## src/rtl/config_bank_loader.sv

```systemverilog
// Serial (address, data) bitstream loader. It turns each word into one enable/address/data_in latch write.
// One word takes ADDR_WIDTH+1 accepts plus 3 cycles. bs_ready is low outside ADDR/DATA, so no bits are taken then.
module config_bank_loader #(
  parameter int NUM_MEM    = 4,
  parameter int ADDR_WIDTH = 2,
  parameter int NUM_WORDS  = 4
) (
  input  logic                           prog_clk_i,
  input  logic                           pReset_i,
  input  logic                           start_i,
  input  logic                           bs_valid_i,
  input  logic                           bs_data_i,
  output logic                           bs_ready_o,
  output logic                           enable_o,
  output logic [NUM_MEM-1:0]             address_o,
  output logic                           data_in_o,
  output logic [$clog2(NUM_WORDS+1)-1:0] word_count_o,
  output logic                           done_o,
  output logic                           err_o
);

  localparam int CW = $clog2(NUM_WORDS + 1);
  localparam int BW = $clog2(ADDR_WIDTH + 1);

  typedef enum logic [2:0] {
    S_IDLE  = 3'd0,
    S_ADDR  = 3'd1,
    S_DATA  = 3'd2,
    S_SETUP = 3'd3,
    S_WRITE = 3'd4,
    S_HOLD  = 3'd5,
    S_DONE  = 3'd6
  } state_t;

  state_t                state_q, state_d;
  logic [BW-1:0]         bit_cnt_q, bit_cnt_d;
  logic [ADDR_WIDTH-1:0] addr_sr_q, addr_sr_d;
  logic                  in_range_q, in_range_d;
  logic [NUM_MEM-1:0]    address_q, address_d;
  logic                  data_in_q, data_in_d;
  logic                  enable_q, enable_d;
  logic                  bs_ready_q, bs_ready_d;
  logic [CW-1:0]         wc_q, wc_d;
  logic                  done_q, done_d;
  logic                  err_q, err_d;

  logic                  accept;
  logic                  addr_ok;
  logic [CW-1:0]         wc_inc;

  assign accept  = bs_valid_i & bs_ready_q;
  assign addr_ok = (int'(addr_sr_q) < NUM_MEM);
  assign wc_inc  = (wc_q < CW'(NUM_WORDS)) ? wc_q + CW'(1) : wc_q;

  always_comb begin
    state_d    = state_q;
    bit_cnt_d  = bit_cnt_q;
    addr_sr_d  = addr_sr_q;
    in_range_d = in_range_q;
    address_d  = address_q;
    data_in_d  = data_in_q;
    enable_d   = 1'b0;
    wc_d       = wc_q;
    done_d     = done_q;
    err_d      = err_q;

    case (state_q)
      S_IDLE, S_DONE: begin
        if (start_i) begin
          state_d   = S_ADDR;
          bit_cnt_d = '0;
          wc_d      = '0;
          err_d     = 1'b0;
          done_d    = 1'b0;
        end
      end
      S_ADDR: begin
        if (accept) begin
          addr_sr_d = ADDR_WIDTH'({addr_sr_q, bs_data_i});
          if (bit_cnt_q == BW'(ADDR_WIDTH - 1)) begin
            bit_cnt_d = '0;
            state_d   = S_DATA;
          end else begin
            bit_cnt_d = bit_cnt_q + BW'(1);
          end
        end
      end
      S_DATA: begin
        // Address/data_in are loaded on the edge into SETUP so they are
        // already stable for the whole SETUP cycle ahead of the strobe.
        if (accept) begin
          state_d    = S_SETUP;
          in_range_d = addr_ok;
          if (addr_ok) begin
            address_d = NUM_MEM'(1) << addr_sr_q;
            data_in_d = bs_data_i;
          end else begin
            err_d = 1'b1;
          end
        end
      end
      S_SETUP: begin
        state_d  = S_WRITE;
        enable_d = in_range_q;
      end
      S_WRITE: begin
        state_d = S_HOLD;
      end
      S_HOLD: begin
        wc_d = wc_inc;
        if (wc_inc == CW'(NUM_WORDS)) begin
          state_d = S_DONE;
          done_d  = 1'b1;
        end else begin
          state_d = S_ADDR;
        end
      end
      default: begin
        state_d = S_IDLE;
      end
    endcase

    bs_ready_d = (state_d == S_ADDR) || (state_d == S_DATA);
  end

  always_ff @(posedge prog_clk_i) begin
    if (pReset_i) begin
      state_q    <= S_IDLE;
      bit_cnt_q  <= '0;
      addr_sr_q  <= '0;
      in_range_q <= 1'b0;
      address_q  <= '0;
      data_in_q  <= 1'b0;
      enable_q   <= 1'b0;
      bs_ready_q <= 1'b0;
      wc_q       <= '0;
      done_q     <= 1'b0;
      err_q      <= 1'b0;
    end else begin
      state_q    <= state_d;
      bit_cnt_q  <= bit_cnt_d;
      addr_sr_q  <= addr_sr_d;
      in_range_q <= in_range_d;
      address_q  <= address_d;
      data_in_q  <= data_in_d;
      enable_q   <= enable_d;
      bs_ready_q <= bs_ready_d;
      wc_q       <= wc_d;
      done_q     <= done_d;
      err_q      <= err_d;
    end
  end

  assign bs_ready_o   = bs_ready_q;
  assign enable_o     = enable_q;
  assign address_o    = address_q;
  assign data_in_o    = data_in_q;
  assign word_count_o = wc_q;
  assign done_o       = done_q;
  assign err_o        = err_q;

endmodule
```

## config.mk

```make
export PLATFORM = sky130hd
export DESIGN_NAME = config_bank_loader
export DESIGN_NICKNAME = d
export VERILOG_FILES = /design/src/rtl/config_bank_loader.sv
export SDC_FILE = /design/constraint.sdc
export NUM_CORES = 1
export LEC_CHECK = 0
export ABC_AREA = 0
export BUFFER_PORTS_ARGS = -buffer_cell sky130_fd_sc_hd__buf_4
export CAP_MARGIN = 20
export CORE_ASPECT_RATIO = 1.1
export CORE_MARGIN = 2
export CORE_UTILIZATION = 57
export DETAILED_ROUTE_END_ITERATION = 10
export PLACE_DENSITY = 0.93
export RECOVER_POWER = 100
export SYNTH_ARGS = -nofsm -noshare
export SYNTH_HDL_FRONTEND = slang
export SYNTH_SLANG_ARGS = --single-unit
```

## constraint.sdc

```tcl
create_clock -name prog_clk_i -period 5.4 [get_ports prog_clk_i]
set_clock_uncertainty 0.2 [all_clocks]
set_input_delay 0.54 -clock prog_clk_i [delete_from_list [all_inputs] [get_ports prog_clk_i]]
set_output_delay 0.54 -clock prog_clk_i [all_outputs]
set_load 0.1 [all_outputs]
```

==> results of run 1 <==
==> worst max-delay path by stage <==
stage	slack, ps	to	start
6_report	3010	word_count_o[0]	word_count_o[0]
5_1_grt	2980	word_count_o[0]	word_count_o[0]
4_1_cts	3390	bs_ready_o	word_count_o[0]
3_5_place_dp	3410	bs_ready_o	word_count_o[0]
3_3_place_gp	3470	bs_ready_o	word_count_o[0]
2_1_floorplan	2840	bs_ready_o	word_count_o[0]
==> sequential cells by signal, summed over array words and instances (netlist names) <==
register      flops
in_range_q        1
data_in_o         1
bit_cnt_q         2
bs_ready_o        1
state_q           3
addr_sr_q         2
word_count_o      3
done_o            1
enable_o          1
address_o         4
==> worst reg2reg max path: stages (launching register included) <==
cell,delay [ps]
dfxtp_1,380
ha_1,310
and4bb_4,230
o311ai_0,370
o211ai_1,190
a2111oi_0,380
==> cell usage in the layout, fill, tap and decap left out <==
cell and count:
a2111oi_0 1, a21oi_1 10, a222oi_1 1, a22oi_1 2, a31oi_1 2, and3b_1 1
and4bb_4 1, buf_4 4, clkbuf_1 11, clkbuf_4 3, clkinv_2 1, conb_1 1
dfxtp_1 19, ha_1 1, inv_1 2, inv_4 1, mux2i_1 2, nand2_1 9
nand2b_1 5, nand3_1 7, nand3b_1 3, nand4b_1 2, nor2_1 11, nor2b_1 2
nor3_1 2, nor3b_1 3, nor3b_2 1, o211ai_1 1, o21ai_0 1, o311ai_0 2
o31ai_1 1, or2_0 2, or2b_1 3, or3_1 2, or3b_1 1
==> power groups by stage <==
stage	Combinational (mW)	Sequential [mW]	Clock, mW
final	0.0237	0.146	0.0746
after CTS	0.0256	0.146	0.0734
after floorplan	0.0181	0.152	0
after detailed placement	0.0256	0.149	0
after global routing	0.0256	0.146	0.0778
after global placement	0.0250	0.149	0
==> stage by stage <==
step	hold WS, ps	instance area (sq um)	util [%]
global placement	230.1	1057	67.06
CTS	258.0	1085	68.81
detailed placement	236.3	1057	67.06
global route	282.3	1005	63.73
finish	259.7	1005	63.73
floorplan	214.6	968.4	-
==> area by class of cell <==
cell class	instances	area (sq um)	area share (%)
timing repair buffer	15	71.32	7.098
clock inverter	1	5.005	0.4981
sequential	19	380.4	37.86
tap	17	21.27	2.117
clock buffer	3	22.52	2.242
multi-input combinational	80	490.5	48.82
inverter	3	13.76	1.370
==> per-layer routing <==
metal | part of all wire, % | track usage, %
met2 | 49 | 35.22
met5 | 0 | 0
met3 | 6.4 | 3.462
met1 | 42 | 23.89
met4 | 2.2 | 11.52
==> cell families (layout without fill, tap and decap cells) <==
logic type	Yosys count	count (layout)	synth area share (%)
other cells	1	1	0.3872
mux	2	2	2.067
compound gates	21	21	15.25
fa+ha+maj	1	1	1.292
flops	19	19	39.28
buf+inv	9	22	6.073
simple gates	55	55	35.66
==> key figures, run 1 <==
Worst setup path
  • CP Cell Sequence: clkbuf_1
  • Critical path class: reg2out
  • Crit end category: output port
  • R2r worst-path depth: 5
  • Required @ worst endpoint: 4660 ps
  • Slowest cell on the critical path: clkbuf_1
  • Top delay family on crit path: buffers and inverters
  • WP data arrival: 1650 ps
  • R2R Setup Slk: 3230 ps
  • Largest fanout on the critical path: 6
  • R2R Path End: bs_ready_o
  • Crit path buffers/inverters: 1
  • Reg2Reg Launch Point: word_count_o[0]
  • Crit path largest cell delay: 890 ps
  • Critical path depth in cells: 1
  • Startpoint types: flip-flop

Power and ir drop
  • Internal Power: 0.1765 mW
  • Net Sw Frac: 27.72%
  • Clock power share: 30.5%
  • Leak Pwr: 0.3552 nW
  • Comb power frac: 9.7%
  • Seq pwr share: 59.7%
  • Worst vdd ir: 176.3 uV
  • Power per cell area: 243.1 nW/um^2
  • Net switching power: 0.06770 mW
  • Total power: 0.2442 mW

Worst hold path
  • Hold Path Class: reg2reg
  • Beginning of the worst hold path: bit_cnt_q[1]
  • Endpoint of the worst hold path: bit_cnt_q[1]
  • Hold Crit Depth: 2

Finish
  • Post-Layout Cell Count: 138
  • Area delta synth->final: 3.746%
  • Filler instances: 158
  • Nets: 128
  • Antenna diode count: 0
  • Share of cells above drive strength 1: 9.091%

Logic synthesis
  • Yosys top cell area share: 39.28%
  • Synth unique cells: 39
  • Async S/R FF share, synth: 0%
  • Mapped Area: 968.4 sq um
  • #FFs+latches synth: 19
  • Top cells by area, synth: dfxtp_1 39%, a21oi_1 5.2%, nor2_1 3.9%
  • Synth Net Count: 114
  • Synth area leader: dfxtp_1
  • Synth Warn #: 0
  • Synth Flop Type: dfxtp_1
  • Sequential area share after synthesis: 39.28%
  • Avg Synthesized Cell Area: 8.967 sq um
  • Most frequent cell after synthesis: dfxtp_1
  • Syn Inst Count: 108
  • Most instantiated cells after synthesis: 19 x dfxtp_1, 10 x a21oi_1, 10 x nor2_1
  • Number of synthesized flops with an enable pin: 0

GRT
  • GRT Resource Usage Total: 20.21%
  • Largest net degree at the start of global routing: 20
  • Overflow after GRT: 0
  • First-pass GRT wire length: 3049 um
  • Initial antenna violation count: 0
  • Number of global-route vias before repair: 726

Flow run
  • Max-cap violations: 0

STA
  • Final setup violation count: 0
  • Period minus WS final: 2386 ps
  • Hold Violations, Final: 0
  • Worst rel slew slack: 22.10%
  • Total negative setup slack: 0 ps
  • RSZ-0062 raised after global routing: false
  • Final WS setup: 3014 ps
  • FMAX: 0.4191 GHz
  • Pins Over Slew Limit: 0
  • Worst slew pin tran: 1174 ps
  • Final worst-path cycle share: 44.18%

Clock tree
  • Post-CTS setup buffer count: 0
  • Clk Latency, worst-skew pair: 310 ps
  • CTS resizes: 0
  • TritonCTS clock tree: yes
  • Post-CTS Hold Buffers: 0
  • H-tree Lvls: 1
  • Root cell of the clock tree: clkbuf_4
  • Buffer levels on the longest clock path: 2
  • Cts bufs inserted: 3
  • Clock transition at path regs: 110 ps
  • Clock sinks: 19

Placed design
  • HPWL Detailed: 1377 um
  • Port buffer count: 15
  • GP Congestion: 0.7725
  • Placed cells: 134
  • Worst slack at placement: 3410 ps

Run status
  • Status: completed

Detailed routing
  • First-pass detailed-route iteration total: 4
  • Routed len/inst: 14.06 um
  • DRC: 0
  • Vias/cell: 6.007
  • Final WL: 1940 um
  • Via count: 829
  • First DRT Iteration DRCs: 29
  • ANT nets after route: 0

Die
  • IO Count: 17
  • Die Y: 47.23 um
  • Starting density of the core: 61.43%
  • Row Count: 15
  • Core area: 1577 sq um
  • Die X: 43.30 um
  • Die area: 2045 sq um
(Power assumes the default switching activity.)
==> run 2, diff against run 1 <==
Settings changed: ABC_AREA 0 to 1, CORE_UTILIZATION 57 to 47, PLACE_DENSITY 0.93 to 0.84.
Clock period 5.4 ns to 2.06 ns, I/O delays scaled along.
==> run 2 against run 1 <==
  * Setup slack got worse by 2600 ps
  * Sequential share of layout area fell by 1.2 points
  * Sequential cell count did not move
==> key figures, run 2 <==
Run status
  • Status: completed

GRT
  • First-pass GRT wire length: 2994 um
  • Initial antenna violation count: 0
  • Number of global-route vias before repair: 771
  • Largest net degree at the start of global routing: 12
  • Overflow after GRT: 0
  • GRT Resource Usage Total: 17.33%

Clock tree
  • Cts bufs inserted: 3
  • Clk Latency, worst-skew pair: 300 ps
  • Clock sinks: 19
  • Buffer levels on the longest clock path: 2
  • H-tree Lvls: 1
  • Root cell of the clock tree: clkbuf_4
  • Post-CTS setup buffer count: 0
  • Clock transition at path regs: 110 ps
  • TritonCTS clock tree: yes

STA
  • Worst slew pin tran: 549.6 ps
  • Worst rel slew slack: 63.52%
  • Final setup violation count: 0
  • FMAX: 0.5972 GHz
  • Period minus WS final: 1674 ps
  • Pins Over Slew Limit: 0
  • Total negative setup slack: 0 ps
  • RSZ-0062 raised after global routing: false
  • Final worst-path cycle share: 81.28%
  • Hold Violations, Final: 0

Power and ir drop
  • Power per cell area: 630.8 nW/um^2
  • Leak Pwr: 0.5057 nW
  • Total power: 0.6559 mW
  • Worst vdd ir: 462.4 uV

Detailed routing
  • Vias/cell: 5.154
  • DRC: 0
  • Final WL: 1810 um
  • Routed len/inst: 10.71 um
  • First DRT Iteration DRCs: 26
  • First-pass detailed-route iteration total: 4
  • ANT nets after route: 0
  • Via count: 871

Worst hold path
  • Hold Path Class: in2reg

Worst setup path
  • CP Cell Sequence: inv_2, nor2_4, nand3_1, inv_1, nand2_1, o31ai_1
  • Crit path largest cell delay: 420 ps
  • Crit path buffers/inverters: 2
  • Startpoint types: flip-flop
  • Slowest cell on the critical path: dfxtp_1
  • Top delay family on crit path: simple AND/OR/NAND/NOR gates
  • Required @ worst endpoint: 2070 ps
  • WP data arrival: 1680 ps
  • Largest fanout on the critical path: 8
  • Crit end category: flip-flop
  • Critical path class: reg2reg

Logic synthesis
  • Mapped Area: 918.4 sq um
  • #FFs+latches synth: 19
  • Synth Net Count: 138
  • Most frequent cell after synthesis: nand2_1
  • Top cells by area, synth: dfxtp_1 41%, nand2_1 11%, nand3_1 9.3%
  • Most instantiated cells after synthesis: 28 x nand2_1, 19 x dfxtp_1, 18 x inv_1
  • Sequential area share after synthesis: 41.42%
  • Number of synthesized flops with an enable pin: 0
  • Synth Flop Type: dfxtp_1
  • Avg Synthesized Cell Area: 6.957 sq um
  • Yosys top cell area share: 41.42%
  • Synth area leader: dfxtp_1
  • Synth Warn #: 0
  • Syn Inst Count: 132
  • Async S/R FF share, synth: 0%
  • Synth unique cells: 20

Die
  • Row Count: 16
  • Die Y: 50.36 um
  • Starting density of the core: 50.97%
  • Core area: 1802 sq um
  • Die area: 2324 sq um
  • IO Count: 17
  • Die X: 46.15 um

Finish
  • Area delta synth->final: 13.22%
  • Antenna diode count: 0
  • Commonest non-fill, non-tap cell in the layout: nand2_1
  • Nets: 158
  • Largest register FFs: 4
  • Final Util: 57.71%
  • Most frequent cells in the layout: 31 x nand2_1, 20 x inv_1, 18 x nand3_1, 18 x dfxtp_1, 13 x nor2_1
  • Share of cells above drive strength 1: 18.54%

Placed design
  • Port buffer count: 15
  • HPWL Detailed: 1405 um
  • GP Congestion: 0.8364

Flow run
  • Max-cap violations: 0
## run 2: changes by cell type in the layout (fill, tap and decap cells not counted), moves of 3 or more
cell,change
nand2_1,+22
nand3b_1,-3
o21ai_0,+3
o31ai_1,+3
clkbuf_1,-11
nand3_1,+11
nand2b_1,-5
clkbuf_2,+11
nor3b_1,-3
inv_1,+18
or2b_1,-3
## run 2: worst reg2reg max path: stages, from the launching register on
cell,delay (ps)
dfxtp_1,420
inv_2,90
nor2_4,80
nand3_1,250
inv_1,200
nand2_1,120
o31ai_1,220
## run 2: cells by family (layout without fill, tap and decap cells)
family,Yosys count,in the layout,synth area share [%]
flops,19,19,41.42
buf+inv,25,44,10.76
other cells,1,1,0.4083
fa+ha+maj,1,1,1.362
compound gates,18,18,11.31
simple gates,68,68,34.74
## run 2: area by class of cell
type / count / area [sq um]
fillers: 186 / 762.0
multi-input cells: 88 / 416.7
flip-flops and latches: 19 / 381.6
clock inverters: 1 / 5.005
inverters: 23 / 86.33
repair buffers: 17 / 105.1
well taps: 18 / 22.52
clock buffers: 3 / 22.52
## run 2: per-layer routing
layer	global-route usage, %	wire [um]	vias to the layer above
met1	20.58	823	394
met3	3.237	61	4
met5	0	0	-
met2	30.79	903	16
li1	-	-	457
met4	4.286	22	0
## run 2: path summary, 6_finish.rpt
| check | endpoint | start | slack (ps) | cells past startpoint |
|---|---|---|---|---|
| worst max-delay path | address_o[1] | state_q[1] | 390 | 6 |
| worst min-delay path | word_count_o[2] | start_i | 40 | 4 |
| worst max register to register | address_o[1] | state_q[1] | 390 | 6 |
| worst min register to register | enable_o | in_range_q | 250 | 2 |
## run 2: per-stage QoR
stage	cells	setup WS (ps)	cell area (sq um)	hold WS (ps)
2_1_floorplan	132	50.85	920.9	169.3
3_3_place_gp	163	580.9	1044	234.2
3_5_place_dp	163	548.3	1044	242.4
4_1_cts	169	532.1	1091	15.57
5_1_grt	169	268.0	1040	81.90
6_report	169	385.6	1040	43.21
## run 2: report_power, final
part,switching (mW),leakage (nW),internal (mW)
clock,0.113,0.0177,0.0723
combinational,0.0623,0.334,0.0258
sequential,0.00756,0.154,0.375
total,0.182,0.506,0.473
## run 2: what timing repair did
item / 4_1_cts / 5_1_grt
gates resized for setup: 0 / 0
hold buffers: 2 / 0
endpoints found under the hold margin: 10 / 0
